$ cat config.mk
export PLATFORM = sky130hd
export DESIGN_NAME = trap_ctrl
export DESIGN_NICKNAME = d
export VERILOG_FILES = /design/src/rtl/trap_pkg.sv /design/src/rtl/trap_csr_file.sv /design/src/rtl/trap_ctrl.sv
export SDC_FILE = /design/constraint.sdc
export NUM_CORES = 1
export LEC_CHECK = 0
export ABC_AREA = 1
export CAP_MARGIN = 20
export CORE_UTILIZATION = 51
export DETAILED_ROUTE_END_ITERATION = 8
export PLACE_DENSITY = 0.82
export SYNTH_ARGS = -nofsm -noshare
export SYNTH_HDL_FRONTEND = slang
export SYNTH_SLANG_ARGS = --single-unit
$ cat constraint.sdc
create_clock -name clk_i -period 3.2 [get_ports clk_i]
set_clock_uncertainty 0.05 [all_clocks]
set_input_delay 0.64 -clock clk_i [delete_from_list [all_inputs] [get_ports clk_i]]
set_output_delay 0.64 -clock clk_i [all_outputs]
set_load 0.005 [all_outputs]
$ cat src/rtl/trap_pkg.sv
// Shared definitions for the trap controller: CSR map, cause codes, mstatus layout, FSM states.
package trap_pkg;

    localparam logic [11:0] CsrMstatus = 12'h300;
    localparam logic [11:0] CsrMie     = 12'h304;
    localparam logic [11:0] CsrMtvec   = 12'h305;
    localparam logic [11:0] CsrMepc    = 12'h341;
    localparam logic [11:0] CsrMcause  = 12'h342;
    localparam logic [11:0] CsrMtval   = 12'h343;
    localparam logic [11:0] CsrMip     = 12'h344;

    localparam logic [3:0] ExcDiv0   = 4'd1;
    localparam logic [3:0] ExcMem    = 4'd2;
    localparam logic [3:0] ExcDecode = 4'd3;

    localparam int unsigned MstatusMie  = 3;
    localparam int unsigned MstatusMpie = 7;
    localparam int unsigned MstatusDf   = 8;

    localparam int unsigned IrqCauseBase = 16;
    localparam int unsigned IrqIdxW      = 4;

    typedef enum logic [1:0] {
        StIdle,
        StEnter,
        StHandler,
        StReturn
    } trap_state_e;

    function automatic logic [4:0] irq_cause(input logic [IrqIdxW-1:0] idx);
        return 5'(IrqCauseBase) + {1'b0, idx};
    endfunction

endpackage

$ cat src/rtl/trap_csr_file.sv
// Machine trap CSRs: storage, combinational read mux and trap-entry/mret write priority.
module trap_csr_file
    import trap_pkg::*;
#(
    parameter int unsigned             XLEN       = 32,
    parameter int unsigned             N_IRQ      = 8,
    parameter logic [XLEN-1:0]         TVEC_RESET = XLEN'(32'h0000_F000)
) (
    input  logic              clk_i,
    input  logic              rst_ni,
    input  logic              csr_wen_i,
    input  logic [11:0]       csr_wadd_i,
    input  logic [XLEN-1:0]   csr_din_i,
    input  logic [11:0]       csr_radd_i,
    output logic [XLEN-1:0]   csr_dout_o,
    input  logic [N_IRQ-1:0]  mip_i,
    input  logic              entry_i,
    input  logic [XLEN-1:0]   entry_mepc_i,
    input  logic [XLEN-1:0]   entry_mcause_i,
    input  logic [XLEN-1:0]   entry_mtval_i,
    input  logic              mret_i,
    input  logic              df_set_i,
    output logic              mstatus_mie_o,
    output logic [N_IRQ-1:0]  mie_o,
    output logic [XLEN-1:0]   mtvec_o,
    output logic [XLEN-1:0]   mepc_o
);

    logic             mie_bit_q, mie_bit_d;
    logic             mpie_q, mpie_d;
    logic             df_q, df_d;
    logic [N_IRQ-1:0] mie_q, mie_d;
    logic [XLEN-1:0]  mtvec_q, mtvec_d;
    logic [XLEN-1:0]  mepc_q, mepc_d;
    logic [XLEN-1:0]  mcause_q, mcause_d;
    logic [XLEN-1:0]  mtval_q, mtval_d;

    always_comb begin
        mie_bit_d = mie_bit_q;
        mpie_d    = mpie_q;
        df_d      = df_q;
        mie_d     = mie_q;
        mtvec_d   = mtvec_q;
        mepc_d    = mepc_q;
        mcause_d  = mcause_q;
        mtval_d   = mtval_q;

        if (csr_wen_i) begin
            case (csr_wadd_i)
                CsrMstatus: begin
                    mie_bit_d = csr_din_i[MstatusMie];
                    mpie_d    = csr_din_i[MstatusMpie];
                    df_d      = csr_din_i[MstatusDf];
                end
                CsrMie:    mie_d    = csr_din_i[N_IRQ-1:0];
                CsrMtvec:  mtvec_d  = csr_din_i;
                CsrMepc:   mepc_d   = csr_din_i;
                CsrMcause: mcause_d = csr_din_i;
                CsrMtval:  mtval_d  = csr_din_i;
                default:   ;
            endcase
        end

        // Trap entry overrides a same-cycle software write to the trap-state CSRs.
        if (entry_i) begin
            mpie_d    = mie_bit_q;
            mie_bit_d = 1'b0;
            df_d      = df_q;
            mepc_d    = entry_mepc_i;
            mcause_d  = entry_mcause_i;
            mtval_d   = entry_mtval_i;
        end

        if (mret_i) begin
            mie_bit_d = mpie_q;
            mpie_d    = 1'b1;
        end

        if (df_set_i) begin
            df_d = 1'b1;
        end
    end

    always_ff @(posedge clk_i or negedge rst_ni) begin
        if (!rst_ni) begin
            mie_bit_q <= 1'b0;
            mpie_q    <= 1'b0;
            df_q      <= 1'b0;
            mie_q     <= '0;
            mtvec_q   <= TVEC_RESET;
            mepc_q    <= '0;
            mcause_q  <= '0;
            mtval_q   <= '0;
        end else begin
            mie_bit_q <= mie_bit_d;
            mpie_q    <= mpie_d;
            df_q      <= df_d;
            mie_q     <= mie_d;
            mtvec_q   <= mtvec_d;
            mepc_q    <= mepc_d;
            mcause_q  <= mcause_d;
            mtval_q   <= mtval_d;
        end
    end

    always_comb begin
        csr_dout_o = '0;
        case (csr_radd_i)
            CsrMstatus: begin
                csr_dout_o[MstatusMie]  = mie_bit_q;
                csr_dout_o[MstatusMpie] = mpie_q;
                csr_dout_o[MstatusDf]   = df_q;
            end
            CsrMie:    csr_dout_o[N_IRQ-1:0] = mie_q;
            CsrMtvec:  csr_dout_o = mtvec_q;
            CsrMepc:   csr_dout_o = mepc_q;
            CsrMcause: csr_dout_o = mcause_q;
            CsrMtval:  csr_dout_o = mtval_q;
            CsrMip:    csr_dout_o[N_IRQ-1:0] = mip_i;
            default:   csr_dout_o = '0;
        endcase
    end

    assign mstatus_mie_o = mie_bit_q;
    assign mie_o         = mie_q;
    assign mtvec_o       = mtvec_q;
    assign mepc_o        = mepc_q;

endmodule

$ cat src/rtl/trap_ctrl.sv
// Trap/interrupt controller: pending latch, priority encoder, trap FSM and PC redirect/flush.
module trap_ctrl
    import trap_pkg::*;
#(
    parameter int unsigned     XLEN         = 32,
    parameter int unsigned     N_IRQ        = 8,
    parameter logic [XLEN-1:0] TVEC_RESET   = XLEN'(32'h0000_F000),
    parameter int unsigned     FLUSH_CYCLES = 3
) (
    input  logic              clk_i,
    input  logic              rst_ni,
    input  logic [N_IRQ-1:0]  irq_src_i,
    output logic [N_IRQ-1:0]  irq_ack_o,
    input  logic              exc_valid_i,
    input  logic [3:0]        exc_code_i,
    input  logic [XLEN-1:0]   exc_pc_i,
    input  logic [XLEN-1:0]   exc_tval_i,
    input  logic [XLEN-1:0]   id_pc_i,
    input  logic              mret_i,
    input  logic              csr_wen_i,
    input  logic [11:0]       csr_wadd_i,
    input  logic [XLEN-1:0]   csr_din_i,
    input  logic [11:0]       csr_radd_i,
    output logic [XLEN-1:0]   csr_dout_o,
    output logic [XLEN-1:0]   pc_dout_o,
    output logic              pc_wen_o,
    output logic              npc_mux_sel_o,
    output logic              if_id_clear_o,
    output logic              id_ex_clear_o,
    output logic              ex_mem_clear_o,
    output logic              trap_active_o
);

    localparam int unsigned      CntW     = $clog2(FLUSH_CYCLES + 1);
    localparam logic [CntW-1:0]  FlushMax = CntW'(FLUSH_CYCLES);

    trap_state_e          state_q, state_d;
    logic [CntW-1:0]      cnt_q, cnt_d;
    logic                 trap_irq_q, trap_irq_d;
    logic [IrqIdxW-1:0]   trap_idx_q, trap_idx_d;
    logic [N_IRQ-1:0]     irq_smp_q, mip_q, mip_d;
    logic [N_IRQ-1:0]     irq_ack;

    logic                 entry, mret_take, df_set;
    logic [XLEN-1:0]      entry_mepc, entry_mcause, entry_mtval;
    logic                 mstatus_mie;
    logic [N_IRQ-1:0]     mie_reg;
    logic [XLEN-1:0]      mtvec, mepc;
    logic                 irq_hit, take_irq;
    logic [IrqIdxW-1:0]   irq_idx;
    logic [XLEN-1:0]      vec_target;
    logic                 flushing;

    // Edge-triggered pending: a level held high pends once, then is consumed by its ack.
    assign mip_d = (mip_q & ~irq_ack) | (irq_src_i & ~irq_smp_q);

    always_ff @(posedge clk_i or negedge rst_ni) begin
        if (!rst_ni) begin
            irq_smp_q <= '0;
            mip_q     <= '0;
        end else begin
            irq_smp_q <= irq_src_i;
            mip_q     <= mip_d;
        end
    end

    // Downward scan so the lowest enabled pending index is the one left standing.
    always_comb begin
        irq_hit = 1'b0;
        irq_idx = '0;
        for (int i = int'(N_IRQ) - 1; i >= 0; i--) begin
            if (mip_q[i] && mie_reg[i]) begin
                irq_hit = 1'b1;
                irq_idx = IrqIdxW'(i);
            end
        end
    end

    assign take_irq = mstatus_mie & irq_hit;

    always_comb begin
        entry_mepc   = exc_valid_i ? exc_pc_i : id_pc_i;
        entry_mtval  = exc_valid_i ? exc_tval_i : '0;
        entry_mcause = '0;
        if (exc_valid_i) begin
            entry_mcause[3:0] = exc_code_i;
        end else begin
            entry_mcause[XLEN-1] = 1'b1;
            entry_mcause[4:0]    = irq_cause(irq_idx);
        end
    end

    always_comb begin
        state_d    = state_q;
        cnt_d      = cnt_q;
        trap_irq_d = trap_irq_q;
        trap_idx_d = trap_idx_q;
        entry      = 1'b0;
        mret_take  = 1'b0;
        df_set     = 1'b0;
        irq_ack    = '0;
        case (state_q)
            StIdle: begin
                if (exc_valid_i) begin
                    entry      = 1'b1;
                    trap_irq_d = 1'b0;
                    state_d    = StEnter;
                    cnt_d      = CntW'(1);
                end else if (take_irq) begin
                    entry      = 1'b1;
                    trap_irq_d = 1'b1;
                    trap_idx_d = irq_idx;
                    irq_ack    = N_IRQ'(1) << irq_idx;
                    state_d    = StEnter;
                    cnt_d      = CntW'(1);
                end
            end
            StEnter: begin
                if (cnt_q >= FlushMax) begin
                    state_d = StHandler;
                end else begin
                    cnt_d = cnt_q + CntW'(1);
                end
            end
            StHandler: begin
                df_set = exc_valid_i;
                if (mret_i) begin
                    mret_take = 1'b1;
                    state_d   = StReturn;
                    cnt_d     = CntW'(1);
                end
            end
            StReturn: begin
                if (cnt_q >= FlushMax) begin
                    state_d = StIdle;
                end else begin
                    cnt_d = cnt_q + CntW'(1);
                end
            end
            default: state_d = StIdle;
        endcase
    end

    always_ff @(posedge clk_i or negedge rst_ni) begin
        if (!rst_ni) begin
            state_q    <= StIdle;
            cnt_q      <= '0;
            trap_irq_q <= 1'b0;
            trap_idx_q <= '0;
        end else begin
            state_q    <= state_d;
            cnt_q      <= cnt_d;
            trap_irq_q <= trap_irq_d;
            trap_idx_q <= trap_idx_d;
        end
    end

    // Vectored mode only offsets interrupts; exceptions always land on the base.
    always_comb begin
        vec_target = mtvec & ~XLEN'(3);
        if (mtvec[0] && trap_irq_q) begin
            vec_target = vec_target + (XLEN'(irq_cause(trap_idx_q)) << 2);
        end
    end

    assign flushing = (state_q == StEnter) || (state_q == StReturn);

    always_comb begin
        pc_dout_o = '0;
        if (state_q == StEnter) begin
            pc_dout_o = vec_target;
        end else if (state_q == StReturn) begin
            pc_dout_o = mepc;
        end
    end

    assign pc_wen_o       = flushing;
    assign npc_mux_sel_o  = flushing;
    assign if_id_clear_o  = flushing;
    assign id_ex_clear_o  = flushing;
    assign ex_mem_clear_o = flushing;
    assign trap_active_o  = state_q != StIdle;
    assign irq_ack_o      = irq_ack;

    trap_csr_file #(
        .XLEN       (XLEN),
        .N_IRQ      (N_IRQ),
        .TVEC_RESET (TVEC_RESET)
    ) u_csr (
        .clk_i          (clk_i),
        .rst_ni         (rst_ni),
        .csr_wen_i      (csr_wen_i),
        .csr_wadd_i     (csr_wadd_i),
        .csr_din_i      (csr_din_i),
        .csr_radd_i     (csr_radd_i),
        .csr_dout_o     (csr_dout_o),
        .mip_i          (mip_q),
        .entry_i        (entry),
        .entry_mepc_i   (entry_mepc),
        .entry_mcause_i (entry_mcause),
        .entry_mtval_i  (entry_mtval),
        .mret_i         (mret_take),
        .df_set_i       (df_set),
        .mstatus_mie_o  (mstatus_mie),
        .mie_o          (mie_reg),
        .mtvec_o        (mtvec),
        .mepc_o         (mepc)
    );

endmodule

Word level (Yosys, flattened, before mapping). Index checks and enable logic that the tools add are counted. W data, S select, Z words.

Register bits after elaboration: 164. Bits in latches: 0. Memory bits (writable): 0. Memory bits (read-only): 0. Input bits: 169. Output and inout bits: 78. Logic and storage cells: 153. Memories: 0.

Add/sub/neg operators: 4. Multiply operators: 0. Div/mod/pow operators: 0. Magnitude comparators: 1. Equal/unequal tests: 22. Shift-type cells: 1. Muxes and demuxes: 71. Bitwise operators: 7. Reductions and logical operators: 33.

Operators by type and width (number): $mux W32 (14); $eq A12 B10 Y1 const B (13); $pmux W23 S4 (1); $pmux W3 S6 (2); $add A32 B7 Y32 (1); $mux W1 (30); $mux W4 (7); $mux W8 (3); $and A8 B8 Y8 (2); $not A8 Y8 (2); $reduce_bool A2 Y1 (8); $mux W2 (7); $pmux W1 S7 (2); $reduce_and A2 Y1 (7); $add A5 B4 Y5 const A (2); $logic_and A1 B1 Y1 (9); $reduce_and A3 Y1 (3); $ne A2 B2 Y1 const B (4); $or A8 B8 Y8 (1); $pmux W2 S4 (1); $shl A1 B4 Y8 const A (1); $mux W3 (2); $pmux W2 S3 (1); $reduce_bool A3 Y1 (2); other kinds (13) (14).

Depth between registers and ports, before layout.
Depth in word-level cells: 16. Depth in mapped cells: 14. Mapped depth without buffers: 14.

By module. Synthesis repeated with hierarchy kept, for this count alone.

Cell total of the unflattened synthesis: 1709. Area, all modules: 11088.1 um^2.

Modules (own cells, without submodules): trap_csr_file (times used 1, cells an instance 1056, area each 7751.2 um^2, seq. area each 3483.3 um^2); trap_ctrl (times used 1, cells an instance 653, area each 3337.0 um^2, seq. area each 600.6 um^2).

Worst setup path before layout. Ideal clock, no wire load.

Path kind: reg-to-output. From: register u_csr.mtvec_q[2], in the netlist u_csr.mtvec_o[2]. To: output port pc_dout_o[22]. Data arrival time: 1.839 ns. Required time: 2.510 ns. Setup slack: 0.671 ns. Stages on the path, launching flop included: 12. Path buffers: 0. Cell sequence: dfrtp_1 > ha_1 > fa_1 > nand3_1 > nand3_1 > nand3_1 > nor2_2 > nand2_1 > inv_1 > nand2_1 > nand2_1 > o21ai_0.

Longest elaborated chain between the ends: 3.

Ends and longest elaborated chain: start: declaration (line trap_csr_file.sv:33) `logic [XLEN-1:0] mtvec_q, mtvec_d;`; start signal: assignment (line trap_csr_file.sv:99) `mtvec_q <= mtvec_d;`; $add A32 B7 Y32 (line trap_ctrl.sv:162) `vec_target = vec_target + (XLEN'(irq_cause(trap_idx_q)) << 2);`; $mux W32 (line trap_ctrl.sv:161) `if (mtvec[0] && trap_irq_q) begin`; $mux W32 (line trap_ctrl.sv:170) `if (state_q == StEnter) begin`; end: declaration (line trap_ctrl.sv:25) `output logic [XLEN-1:0] pc_dout_o,`.

No other way between the ends.

Worst setup path after layout.
From: register trap_idx_q[0]. To: output port pc_dout_o[18].

Longest elaborated chain between the ends: 4.

Ends and longest elaborated chain: start: declaration (line trap_ctrl.sv:40) `logic [IrqIdxW-1:0] trap_idx_q, trap_idx_d;`; start signal: assignment (line trap_ctrl.sv:154) `trap_idx_q <= trap_idx_d;`; $add A5 B4 Y5 (line trap_pkg.sv:31) `return 5'(IrqCauseBase) + {1'b0, idx};`; $add A32 B7 Y32 (line trap_ctrl.sv:162); $mux W32 (line trap_ctrl.sv:161); $mux W32 (line trap_ctrl.sv:170).

No other way between the ends.

==> summary.md <==
| Metric | Value |
|---|---|
| Status | `finished, final reports clean` |
| Syn_area_per_cell | `7.25 um2` |
| Starting Density | `0.524` |
| Num CTS Buffers | `17` |
| GRT Util Overall | `0.376` |
| Yosys top cell area share | `0.386` |
| Die area | `about 21000 um2` |
| Startpoint types | `register` |
| Int Pwr | `~5.0 mW` |
| HPWL after DPL | `26900 um` |
| Post-synth EDFFs | `0` |
| Post-synthesis mux area share | `0.0484` |
| Clock group share of total power | `0.271` |
| Minimum clock period after layout | `3.19 ns` |
| First-pass GRT wire length | `approximately 58000 um` |
| Clk_lat worst skew | `0.44 ns` |
| Fin crit share | `0.998` |
| #FFs+latches synth | `163` |
| Post-synth top area cell | `dfrtp_1` |
| Max transition margin | `0.533` |
| Seq pwr share | `0.378` |
| Yosys warns | `0` |
| Gate Count Post-Synth | `approximately 1.4k` |
| Via count | `11.4k` |
| XOR/XNOR Fraction of Synth Area | `0.000851` |
| Critical Path Sink Type | `output pin` |
| Top cells by area, synth | `dfrtp_1 (39%), nand2_1 (20%), nand3_1 (4.9%)` |
| Sink Count | `163` |
| Placer Congestion | `0.937` |
| Clock root buffer | `clkbuf_16` |
| H-tree Lvls | `4` |
| Number of distinct library cells after synthesis | `49` |
| Sw Share | `0.389` |
| CTS clk-pin slew, worst paths | `0.07 ns` |
| Max Slew Vio Count | `0` |
| Detail Route Antenna Nets | `0` |
| RSZ-0062 raised after global routing | `yes` |
| Register area share after synthesis | `0.397` |
| VDD IR max | `0.476 mV` |
| Fraction of layout cells with a size suffix above 1 | `0.177` |
| Row count | `51` |
| CP Data Arrival Time | `about 2.5 ns` |
| Synth Area in Compound Gates | `0.128` |
| WL final | `38500 um` |
| Netlist Area Pre-Place | `between 10000 and 15000 um2` |
| Leak Pwr | `7.12 nW` |
| WL/cell | `19.4 um` |
| Main synth FF type | `dfrtp_1` |
| Nets | `1886` |
| Syn Nets | `about 1.6k` |
| Die height | `between 100 and 150 um` |
| Max-cap violations | `0` |
| Setup TNS | `0 ns` |
| Largest net degree at the start of global routing | `74` |
| CTS tree | `done` |
| I/O pins | `247` |
| Final cell count without fillers | `1986` |
| Initial antenna violation count | `0` |
| Vias per inst | `5.73` |
| Worst hold path type | `in2async` |
| Post-CTS Hold Buffers | `0` |
| Antenna diode count | `0` |
| Simple-gate portion of the synthesized area | `0.325` |
| PwrDens | `between 500 and 600 nW/um2` |
| PortBufs | `246` |
| Area grow syn2layout | `39.6%` |
| GRT overflow | `0` |
| Sw Pwr | `3.17 mW` |
| Final hold violations | `0` |
| Largest family of logic cells by synthesized area | `simple AND/OR/NAND/NOR gates` |
| Core ar. | `a little under 20000 um2` |
| Worst EP required | `2.51 ns` |
| Final setup fails | `0` |
| Post-synth ARST share | `1.00` |
| Filler cells | `about 1.6k` |
| Max clock buf depth | `2` |
| FMAX | `0.313 GHz` |
| Comb pwr share | `0.350` |
| Slew at the pin with the worst max-slew slack | `0.700 ns` |
| Drt drc | `0` |
| Pre-antenna DRT Iters | `6` |
| Critical path class | `reg2out` |
| Synth Area in Adders | `0.0117` |
| Placed insts | `1931` |
| Initial drt markers | `1279` |
| CP max FO | `4` |
| Die X | `144 um` |
| Vias in the first global route | `10.9k` |
[worst paths after layout]
| check | start | to | slack [ns] | depth (start not counted) |
|---|---|---|---|---|
| worst max register to register | state_q[0] | u_csr.mtval_q[22] | 0.60 | 10 |
| max in group asynchronous | rst_ni | u_csr.mtvec_o[13] | 2.10 | 2 |
| min in group clk_i | irq_smp_q[2] | mip_q[2] | 0.38 | 1 |
| worst max-delay path | trap_idx_q[0] | pc_dout_o[18] | 0.006 | 10 |
| worst min-delay path | rst_ni | irq_smp_q[3] | 0.16 | 1 |
| worst min register to register | irq_smp_q[2] | mip_q[2] | 0.38 | 1 |
[power by group through the flow]
stage | logic, mW | clock network [mW] | registers, mW
2_1_floorplan | 1.81 | 0 | 2.94
3_3_place_gp | 2.70 | 0 | 3.06
3_5_place_dp | 2.80 | 0 | 3.07
4_1_cts | 2.80 | 2.21 | 3.05
5_1_grt | 3.15 | 2.30 | 3.13
6_report | 2.86 | 2.22 | 3.09
[synth_stat cells, types with 12 or more instances]
| library cell | number |
|---|---|
| buf_2 | 25 |
| buf_4 | 13 |
| clkbuf_1 | 18 |
| dfrtp_1 | 159 |
| inv_1 | 132 |
| mux2_1 | 17 |
| mux2i_1 | 25 |
| nand2_1 | 543 |
| nand2_4 | 13 |
| nand3_1 | 100 |
| nand4_1 | 12 |
| nor2_1 | 67 |
| o2111ai_1 | 18 |
| o21ai_0 | 77 |
| o21ai_1 | 58 |
| o21ai_2 | 18 |
[state kept, by name (all words and copies together), names as in the netlist]
name / count
u_csr.mstatus_mie_o: 1
trap_idx_q: 3
u_csr.mtval_q: 32
trap_irq_q: 1
state_q: 2
u_csr.mpie_q: 1
u_csr.mtvec_o: 32
u_csr.mie_o: 8
irq_smp_q: 8
u_csr.df_q: 1
u_csr.mcause_q: 32
cnt_q: 2
mip_q: 8
u_csr.mepc_o: 32
[stage by stage]
stage	util	hold slack, ns	setup WS [ns]	cell area, um2	total power, mW
4_1_cts	0.723	0.191	-0.00541	14200	8.07
6_report	0.731	0.162	0.00618	14400	8.16
3_3_place_gp	0.676	0.355	-0.337	13300	5.76
2_1_floorplan	-	0.294	0.671	10300	4.76
3_5_place_dp	0.676	0.367	-0.358	13300	5.87
5_1_grt	0.731	0.209	-0.0837	14400	8.58
[routing by layer]
layer / vias to the layer above / part of all wire / global-route usage
met5: - / 0 / 0
met4: 0 / 0.034 / 0.157
met3: 100 / 0.10 / 0.0795
met2: 724 / 0.46 / 0.596
met1: 5359 / 0.40 / 0.497
li1: 5192 / - / -
[final cells by class]
type                            instances  area, um2  share of cell area
Inverter                              136        519              0.0361
Multi-Input combinational cell       1055       5680               0.395
Sequential cell                       163       4090               0.284
Clock inverter                         14        189              0.0131
Timing Repair Buffer                  335       3130               0.218
Tap cell                              265        332              0.0231
Clock buffer                           18        439              0.0306
[cells by family (layout without fill, tap and decap cells)]
family          Yosys count  after routing
buf+inv                 203            503
xor+xnor                  1              1
simple gates            780            780
fa+ha+maj                 9              9
compound gates          218            218
mux                      47             47
flops                   163            163
[placed cells by master (no fill, tap or decap), types with 10 or more instances in the layout]
cell	instances
mux2_1	17
o21ai_1	64
nand4_1	12
clkdlybuf4s50_1	178
buf_4	68
a21oi_1	11
buf_2	10
buf_6	11
nand3_1	87
clkbuf_16	18
inv_1	126
clkbuf_2	21
nor2_1	59
nand2_4	17
dlygate4sd2_1	25
o21ai_2	25
nor2_2	14
buf_12	10
dfrtp_1	157
mux2i_1	25
o21ai_0	64
nand2_1	523
nand2_2	21
o2111ai_1	13
[worst max-delay path, cell delays in order (launching register included)]
cell and delay [ns]:
dfrtp_1 0.41, ha_4 0.18, fa_2 0.42, nand3_4 0.11, nand3_4 0.12, nand2_4 0.10
buf_6 0.11, buf_4 0.10, nor4_2 0.04, o21ai_1 0.20, dlygate4sd2_1 0.26
[what timing repair did]
action                                  in CTS  in global routing
pin swaps                                   26                 24
endpoints found under the setup margin      66                 50
resized for setup                          160                106
setup buffers                               14                  7
cloned                                       2                  1
Power figures use the tool's default switching activity.
